$ cat src/rtl/decode_dispatch_queue.sv
// rtl/decode_dispatch_queue.sv - RV32I instruction queue with head decode and in-order dispatch
//
// Buffers up to 2**IQ_WIDTH fetched instructions and decodes the queue head. Each dispatch
// allocates a ROB tag and drives the ROB, the ALU reservation station and the load/store
// buffer. There is one dispatch per cycle, in program order.
//
// Optional feature macro: DECODE_ILLEGAL_TRAP_EN
//   defined   - an illegal head is sent to the ROB only: disp_op = 6'h3F, a tag is consumed,
//               and the ROB raises the exception at commit.
//   undefined - an illegal head is silently popped: no valid is raised and no tag is used.
//
// Ports:
//   clk_in, rst_in (async, active-low)          clock / reset
//   rdy_in                                      global enable; when 0, all state and outputs hold
//   flush_in                                    empties the queue, drops dispatch, clears the tag counter
//   if_valid, if_pc, if_instr / if_ready        fetch-side handshake
//   rob_ready, rs_ready, lsb_ready              downstream free-entry indications
//   disp_valid, disp_rs_valid, disp_lsb_valid   single-cycle write pulses
//   disp_op, disp_rd, disp_rs1, disp_rs2        decoded operation and raw register fields
//   disp_imm, disp_pc, disp_tag                 immediate, instruction PC, allocated ROB tag
//
// Op table:
//   ADD0 SUB1 SLL2 SLT3 SLTU4 XOR5 SRL6 SRA7 OR8 AND9
//   ADDI10 SLTI11 SLTIU12 XORI13 ORI14 ANDI15 SLLI16 SRLI17 SRAI18
//   LB19 LBU20 LH21 LHU22 LW23 SB24 SH25 SW26
//   BEQ27 BNE28 BLT29 BGE30 BLTU31 BGEU32 JAL33 JALR34 AUIPC35 LUI36
module decode_dispatch_queue #(
    parameter int ROB_WIDTH = 4,
    parameter int ROB_SIZE  = 16,
    parameter int IQ_WIDTH  = 2
) (
    input  logic                 clk_in,
    input  logic                 rst_in,
    input  logic                 rdy_in,
    input  logic                 flush_in,
    input  logic                 if_valid,
    input  logic [31:0]          if_pc,
    input  logic [31:0]          if_instr,
    output logic                 if_ready,
    input  logic                 rob_ready,
    input  logic                 rs_ready,
    input  logic                 lsb_ready,
    output logic                 disp_valid,
    output logic                 disp_rs_valid,
    output logic                 disp_lsb_valid,
    output logic [5:0]           disp_op,
    output logic [4:0]           disp_rd,
    output logic [4:0]           disp_rs1,
    output logic [4:0]           disp_rs2,
    output logic [31:0]          disp_imm,
    output logic [31:0]          disp_pc,
    output logic [ROB_WIDTH-1:0] disp_tag
);

    localparam int                 IQ_DEPTH = 2 ** IQ_WIDTH;
    localparam logic [IQ_WIDTH:0]  CNT_FULL = (IQ_WIDTH + 1)'(IQ_DEPTH);
    localparam logic [ROB_WIDTH-1:0] TAG_MAX = ROB_WIDTH'(ROB_SIZE - 1);

    logic [31:0]          q_pc    [IQ_DEPTH];
    logic [31:0]          q_instr [IQ_DEPTH];
    logic [IQ_WIDTH-1:0]  wr_ptr;
    logic [IQ_WIDTH-1:0]  rd_ptr;
    logic [IQ_WIDTH:0]    count;
    logic [ROB_WIDTH-1:0] tag_cnt;

    logic [31:0] head_pc;
    logic [31:0] ins;
    logic [6:0]  opcode;
    logic [2:0]  funct3;
    logic [6:0]  funct7;
    logic [31:0] imm_i, imm_sh, imm_s, imm_b, imm_j, imm_u;
    logic [5:0]  op;
    logic [31:0] imm;
    logic        illegal;
    logic        is_mem;
    logic        head_valid;
    logic        push;
    logic        pop;
    logic        disp_go;

    assign head_pc = q_pc[rd_ptr];
    assign ins     = q_instr[rd_ptr];
    assign opcode  = ins[6:0];
    assign funct3  = ins[14:12];
    assign funct7  = ins[31:25];

    assign imm_i  = {{20{ins[31]}}, ins[31:20]};
    assign imm_sh = {27'd0, ins[24:20]};
    assign imm_s  = {{20{ins[31]}}, ins[31:25], ins[11:7]};
    assign imm_b  = {{19{ins[31]}}, ins[31], ins[7], ins[30:25], ins[11:8], 1'b0};
    assign imm_j  = {{11{ins[31]}}, ins[31], ins[19:12], ins[20], ins[30:21], 1'b0};
    assign imm_u  = {ins[31:12], 12'd0};

    always_comb begin
        op      = 6'd0;
        imm     = 32'd0;
        illegal = 1'b0;
        is_mem  = 1'b0;
        case (opcode)
            7'b0110011: begin
                if (funct7 == 7'b0000000) begin
                    case (funct3)
                        3'd0:    op = 6'd0;
                        3'd1:    op = 6'd2;
                        3'd2:    op = 6'd3;
                        3'd3:    op = 6'd4;
                        3'd4:    op = 6'd5;
                        3'd5:    op = 6'd6;
                        3'd6:    op = 6'd8;
                        default: op = 6'd9;
                    endcase
                end else if (funct7 == 7'b0100000 && funct3 == 3'd0) begin
                    op = 6'd1;
                end else if (funct7 == 7'b0100000 && funct3 == 3'd5) begin
                    op = 6'd7;
                end else begin
                    illegal = 1'b1;
                end
            end
            7'b0010011: begin
                imm = imm_i;
                case (funct3)
                    3'd0: op = 6'd10;
                    3'd2: op = 6'd11;
                    3'd3: op = 6'd12;
                    3'd4: op = 6'd13;
                    3'd6: op = 6'd14;
                    3'd7: op = 6'd15;
                    3'd1: begin
                        imm = imm_sh;
                        if (funct7 == 7'b0000000) op = 6'd16;
                        else                      illegal = 1'b1;
                    end
                    default: begin
                        imm = imm_sh;
                        if (funct7 == 7'b0000000)      op = 6'd17;
                        else if (funct7 == 7'b0100000) op = 6'd18;
                        else                           illegal = 1'b1;
                    end
                endcase
            end
            7'b0000011: begin
                is_mem = 1'b1;
                imm    = imm_i;
                case (funct3)
                    3'd0:    op = 6'd19;
                    3'd4:    op = 6'd20;
                    3'd1:    op = 6'd21;
                    3'd5:    op = 6'd22;
                    3'd2:    op = 6'd23;
                    default: illegal = 1'b1;
                endcase
            end
            7'b0100011: begin
                is_mem = 1'b1;
                imm    = imm_s;
                case (funct3)
                    3'd0:    op = 6'd24;
                    3'd1:    op = 6'd25;
                    3'd2:    op = 6'd26;
                    default: illegal = 1'b1;
                endcase
            end
            7'b1100011: begin
                imm = imm_b;
                case (funct3)
                    3'd0:    op = 6'd27;
                    3'd1:    op = 6'd28;
                    3'd4:    op = 6'd29;
                    3'd5:    op = 6'd30;
                    3'd6:    op = 6'd31;
                    3'd7:    op = 6'd32;
                    default: illegal = 1'b1;
                endcase
            end
            7'b1101111: begin
                op  = 6'd33;
                imm = imm_j;
            end
            7'b1100111: begin
                imm = imm_i;
                if (funct3 == 3'd0) op = 6'd34;
                else                illegal = 1'b1;
            end
            7'b0010111: begin
                op  = 6'd35;
                imm = imm_u;
            end
            7'b0110111: begin
                op  = 6'd36;
                imm = imm_u;
            end
            default: illegal = 1'b1;
        endcase
        // An illegal word carries no meaningful immediate and never reaches the LSB.
        if (illegal) begin
            imm    = 32'd0;
            is_mem = 1'b0;
        end
    end

    assign head_valid = (count != '0);
    assign if_ready   = (count < CNT_FULL) && !flush_in;
    assign push       = rdy_in && if_valid && if_ready;

`ifdef DECODE_ILLEGAL_TRAP_EN
    // Illegal heads still occupy a ROB entry so the exception surfaces at commit.
    assign disp_go = rdy_in && !flush_in && head_valid && rob_ready &&
                     (illegal || (rs_ready && (!is_mem || lsb_ready)));
    assign pop     = disp_go;
`else
    // Illegal heads are dropped without waiting on any downstream resource.
    assign disp_go = rdy_in && !flush_in && head_valid && !illegal && rob_ready &&
                     rs_ready && (!is_mem || lsb_ready);
    assign pop     = disp_go || (rdy_in && !flush_in && head_valid && illegal);
`endif

    // Queue payload carries no reset; count guards every read of it.
    always_ff @(posedge clk_in) begin
        if (push) begin
            q_pc[wr_ptr]    <= if_pc;
            q_instr[wr_ptr] <= if_instr;
        end
    end

    always_ff @(posedge clk_in or negedge rst_in) begin
        if (!rst_in) begin
            wr_ptr         <= '0;
            rd_ptr         <= '0;
            count          <= '0;
            tag_cnt        <= '0;
            disp_valid     <= 1'b0;
            disp_rs_valid  <= 1'b0;
            disp_lsb_valid <= 1'b0;
            disp_op        <= 6'd0;
            disp_rd        <= 5'd0;
            disp_rs1       <= 5'd0;
            disp_rs2       <= 5'd0;
            disp_imm       <= 32'd0;
            disp_pc        <= 32'd0;
            disp_tag       <= '0;
        end else if (rdy_in) begin
            if (flush_in) begin
                wr_ptr         <= '0;
                rd_ptr         <= '0;
                count          <= '0;
                tag_cnt        <= '0;
                disp_valid     <= 1'b0;
                disp_rs_valid  <= 1'b0;
                disp_lsb_valid <= 1'b0;
            end else begin
                if (push) wr_ptr <= wr_ptr + 1'b1;
                if (pop)  rd_ptr <= rd_ptr + 1'b1;
                if (push && !pop)      count <= count + 1'b1;
                else if (!push && pop) count <= count - 1'b1;

                if (disp_go) begin
                    disp_valid     <= 1'b1;
                    disp_rs_valid  <= !illegal;
                    disp_lsb_valid <= is_mem;
                    disp_op        <= illegal ? 6'h3F : op;
                    disp_rd        <= ins[11:7];
                    disp_rs1       <= ins[19:15];
                    disp_rs2       <= ins[24:20];
                    disp_imm       <= imm;
                    disp_pc        <= head_pc;
                    disp_tag       <= tag_cnt;
                    tag_cnt        <= (tag_cnt == TAG_MAX) ? '0 : tag_cnt + 1'b1;
                end else begin
                    disp_valid     <= 1'b0;
                    disp_rs_valid  <= 1'b0;
                    disp_lsb_valid <= 1'b0;
                end
            end
        end
    end

endmodule

$ cat config.mk
export PLATFORM = sky130hd
export DESIGN_NAME = decode_dispatch_queue
export DESIGN_NICKNAME = d
export VERILOG_FILES = /design/src/rtl/decode_dispatch_queue.sv
export SDC_FILE = /design/constraint.sdc
export NUM_CORES = 1
export LEC_CHECK = 0
export CAP_MARGIN = 15
export CORE_ASPECT_RATIO = 1.1
export CORE_MARGIN = 4
export CORE_UTILIZATION = 55
export DETAILED_ROUTE_END_ITERATION = 10
export GPL_TIMING_DRIVEN = 1
export HOLD_SLACK_MARGIN = 0.02
export PLACE_DENSITY = 0.88
export SLEW_MARGIN = 20
export SYNTH_ARGS = -nofsm -noshare
export SYNTH_HDL_FRONTEND = slang
export SYNTH_SLANG_ARGS = --single-unit
$ cat constraint.sdc
create_clock -name clk_in -period 4.2 [get_ports clk_in]
set_input_delay 1.26 -clock clk_in [delete_from_list [all_inputs] [get_ports clk_in]]
set_output_delay 1.26 -clock clk_in [all_outputs]
set_load 0.02 [all_outputs]
==> reports/metrics.cfg <==
[run_status]
status = finished clean

[detailed_routing]
final_antenna_net_count = 0
vias = 8035
first_pass_iters = 5
vias_per_cell = 5.839
drtIter0Drc = 568
wire_per_inst_um = 22.18
drt_wl_total_mm = 30.53
drc = 0

[yosys]
yosysWarnings = 0
syn_area_per_cell_um2 = 17.52
synth-adder-area-share_pct = 0.5790
synth_compound_area_share_pct = 6.615
synth_top_family_by_area = multiplexers
synthTopCellsByArea = edfxtp_1, dfrtp_1, mux4_2
ys_ff_latch = 359
ys_top_cells_by_count = edfxtp_1, dfrtp_1, mux4_2, nand2_1, a21oi_1
ys_seq_area_share_pct = 71.97
yosys.area_share.simple_pct = 4.404
synth_top_area_share_pct = 53.90
synth_mux_area_share_pct = 14.20
synth_ff_type = edfxtp_1
synth_xor_xnor_area_share_pct = 0.1228
yosys.area.top_type = edfxtp_1
synth_edf_count = 256
syn_area_um2 = 14260
synth_most_common_cell = edfxtp_1
synth_fp_nets = 892
synth.distinct_cells = 70
async_flop_share_pct = 28.69
synthCells = 814

[floorplanning]
die_x_um = 161.5
dieArea_um2 = 28580
ios = 165
die_y_um = 176.9
coreArea_um2 = 25420
row_count = 61
initial_core_util_pct = 56.12

[global_route]
grt_pass1_wl_mm = 48.42
busiest_layer = met2
antenna_found_initial = 0
grt_usage_pct = 21.85
met3_usage_pct = 5.707
use_met2_pct = 36.46
gr-total-overflow = 0
grtUsageMet1_pct = 28.97
grt_pass1_vias = 8473
grt_max_degree = 65

[timing]
timing.final.crit_share_pct = 93.48
max_freq_ghz = 0.2547
setup_tns_ps = 0
rsz0062_at_grt = false
relSlewSlack_pct = 55.78
setup_viol = 0
finalHoldViolCount = 0
finClkSkew_ps = 11.14
tightest_slew_ps = 646.7
whs_ps = 472.4
post-route-min-period_ps = 3926
slew_violations = 0

[placed_design]
port_buffers = 164
gp_congestion = 0.8528
place_hpwl_mm = 19.15
dp_cells = 1310

[power_and_ir_drop]
p_total_mw = 10.42
p_leak_nw = 6.376
p_per_area_nw_per_um2 = 591.8
peakVddDrop_mv = 0.4337

[finish]
nets = 1080
final-seq-area_um2 = 10270
final_cells = 1376
drive_gt1_share_pct = 18.64
syn2layout_area_growth_pct = 23.41
fillers = 1611
diodes = 0
multi_input_area_um2 = 3737

[clocking]
cts_tree = built
post_cts_buffers = 0
cts_max_path_buffers = 3
clock_latency_ps = 510
numCtsBuffers = 36
root_buffer = clkbuf_16
clk_pin_slew_ps = 60
htree_levels = 2
cts.sinks = 359

[worst_setup_path]
required_ps = 4590
end_kind = flip-flop
cp_num_buf_inv = 0
arrival_ps = 4320
cp_top_family = simple AND/OR/NAND/NOR gates
start_kind = flip-flop
path_cells = mux4_2, or2_4, or4b_1, a2111oi_4, o21ai_1, nand2_1, nor2_1, fa_1, or3b_2, mux2i_1, a211o_1
ff2ff_setup_slack_ps = 270
cp_max_fo = 8
critPathKind = flip-flop to flip-flop
slowest_delay_ps = 620
critPathSlowestCell = mux4_2

[worst_hold_path]
hp-class = flip-flop to flip-flop

[job]
max_cap_violations = 0

[metrics by stage]
stage / setup WS (ps) / utilization (%) / area [um2]
2_1_floorplan: 435.1 / - / 14260
3_3_place_gp: 261.6 / 64.70 / 16440
3_5_place_dp: 133.2 / 64.70 / 16440
4_1_cts: 119.9 / 69.19 / 17590
5_1_grt: 2.184 / 69.25 / 17600
6_report: 273.9 / 69.25 / 17600
[power breakdown]
| part | internal [mW] | switching, mW | total (mW) |
|---|---|---|---|
| Combinational | 1.41 | 1.54 | 2.95 |
| Sequential | 4.17 | 0.234 | 4.40 |
| Clock | 1.81 | 1.25 | 3.06 |
| Total | 7.40 | 3.02 | 10.4 |
[repair_timing]
action                     4_1_cts  5_1_grt
setup endpoints to repair        0        1
resized for setup                0        3
hold buffers                     0        0
[worst min-delay path, cell delays in order (launching register included)]
cell	delay (ps)
dfrtp_1	340
nand2_1	50
nand2_1	50
[routing by layer]
layer  vias to the layer above  routed length, um
met5                         -                  0
met3                        49               2491
met2                       354              15250
li1                       3593                  -
met4                         0                723
met1                      4039              12060
[final timing paths]
kind	startpoint	endpoint	cells past startpoint
worst min-delay path	disp_tag[1]$_DFFE_PN0P_	disp_tag[1]$_DFFE_PN0P_	2
worst max register to register	rd_ptr[0]$_DFFE_PN0P_	count[2]$_DFFE_PN0P_	11
worst max-delay path	rd_ptr[0]$_DFFE_PN0P_	count[2]$_DFFE_PN0P_	11
max in group asynchronous	rst_in	disp_pc[26]$_DFFE_PN0P_	2
worst min register to register	disp_tag[1]$_DFFE_PN0P_	disp_tag[1]$_DFFE_PN0P_	2
min in group asynchronous	rst_in	count[1]$_DFFE_PN0P_	1
[layout make-up]
type                    count  area share [%]
clock inverters            13          0.7109
well taps                 346           2.460
flip-flops and latches    359           58.36
inverters                  13          0.2772
repair buffers            195           11.18
clock buffers              53           5.780
multi-input cells         397           21.23
[cell families (layout without fill, tap and decap cells)]
family	Yosys count	count (layout)
flip-flops	359	359
buffers and inverters	58	274
AND/OR/NAND/NOR	131	131
XOR/XNOR	2	2
multiplexers	117	117
adder cells (fa/ha/maj)	6	6
AO/OA/AOI/OAI	141	141
[placed cells by master (no fill, tap or decap), types with 6 or more instances in the layout]
cell type        instances
mux2_1                  21
mux2_2                  28
clkbuf_16               38
clkbuf_1                14
clkdlybuf4s50_1        163
o21ai_0                 30
nand2_1                 63
buf_12                   7
edfxtp_1               256
nor2_1                  20
nor3_1                   6
dfrtp_1                101
mux4_2                  63
inv_1                   12
a21o_1                  14
o21ai_1                  9
nor4_1                   6
a21oi_1                 34
a22o_1                   7
buf_4                   24
[registers in the layout, indices dropped and copies added (netlist names), 5 cells and up]
| name | count |
|---|---|
| disp_rd | 5 |
| disp_op | 6 |
| q_instr | 128 |
| disp_rs1 | 5 |
| disp_imm | 32 |
| disp_rs2 | 5 |
| disp_pc | 32 |
| q_pc | 128 |
No activity file was read; power rests on OpenSTA's default activity.
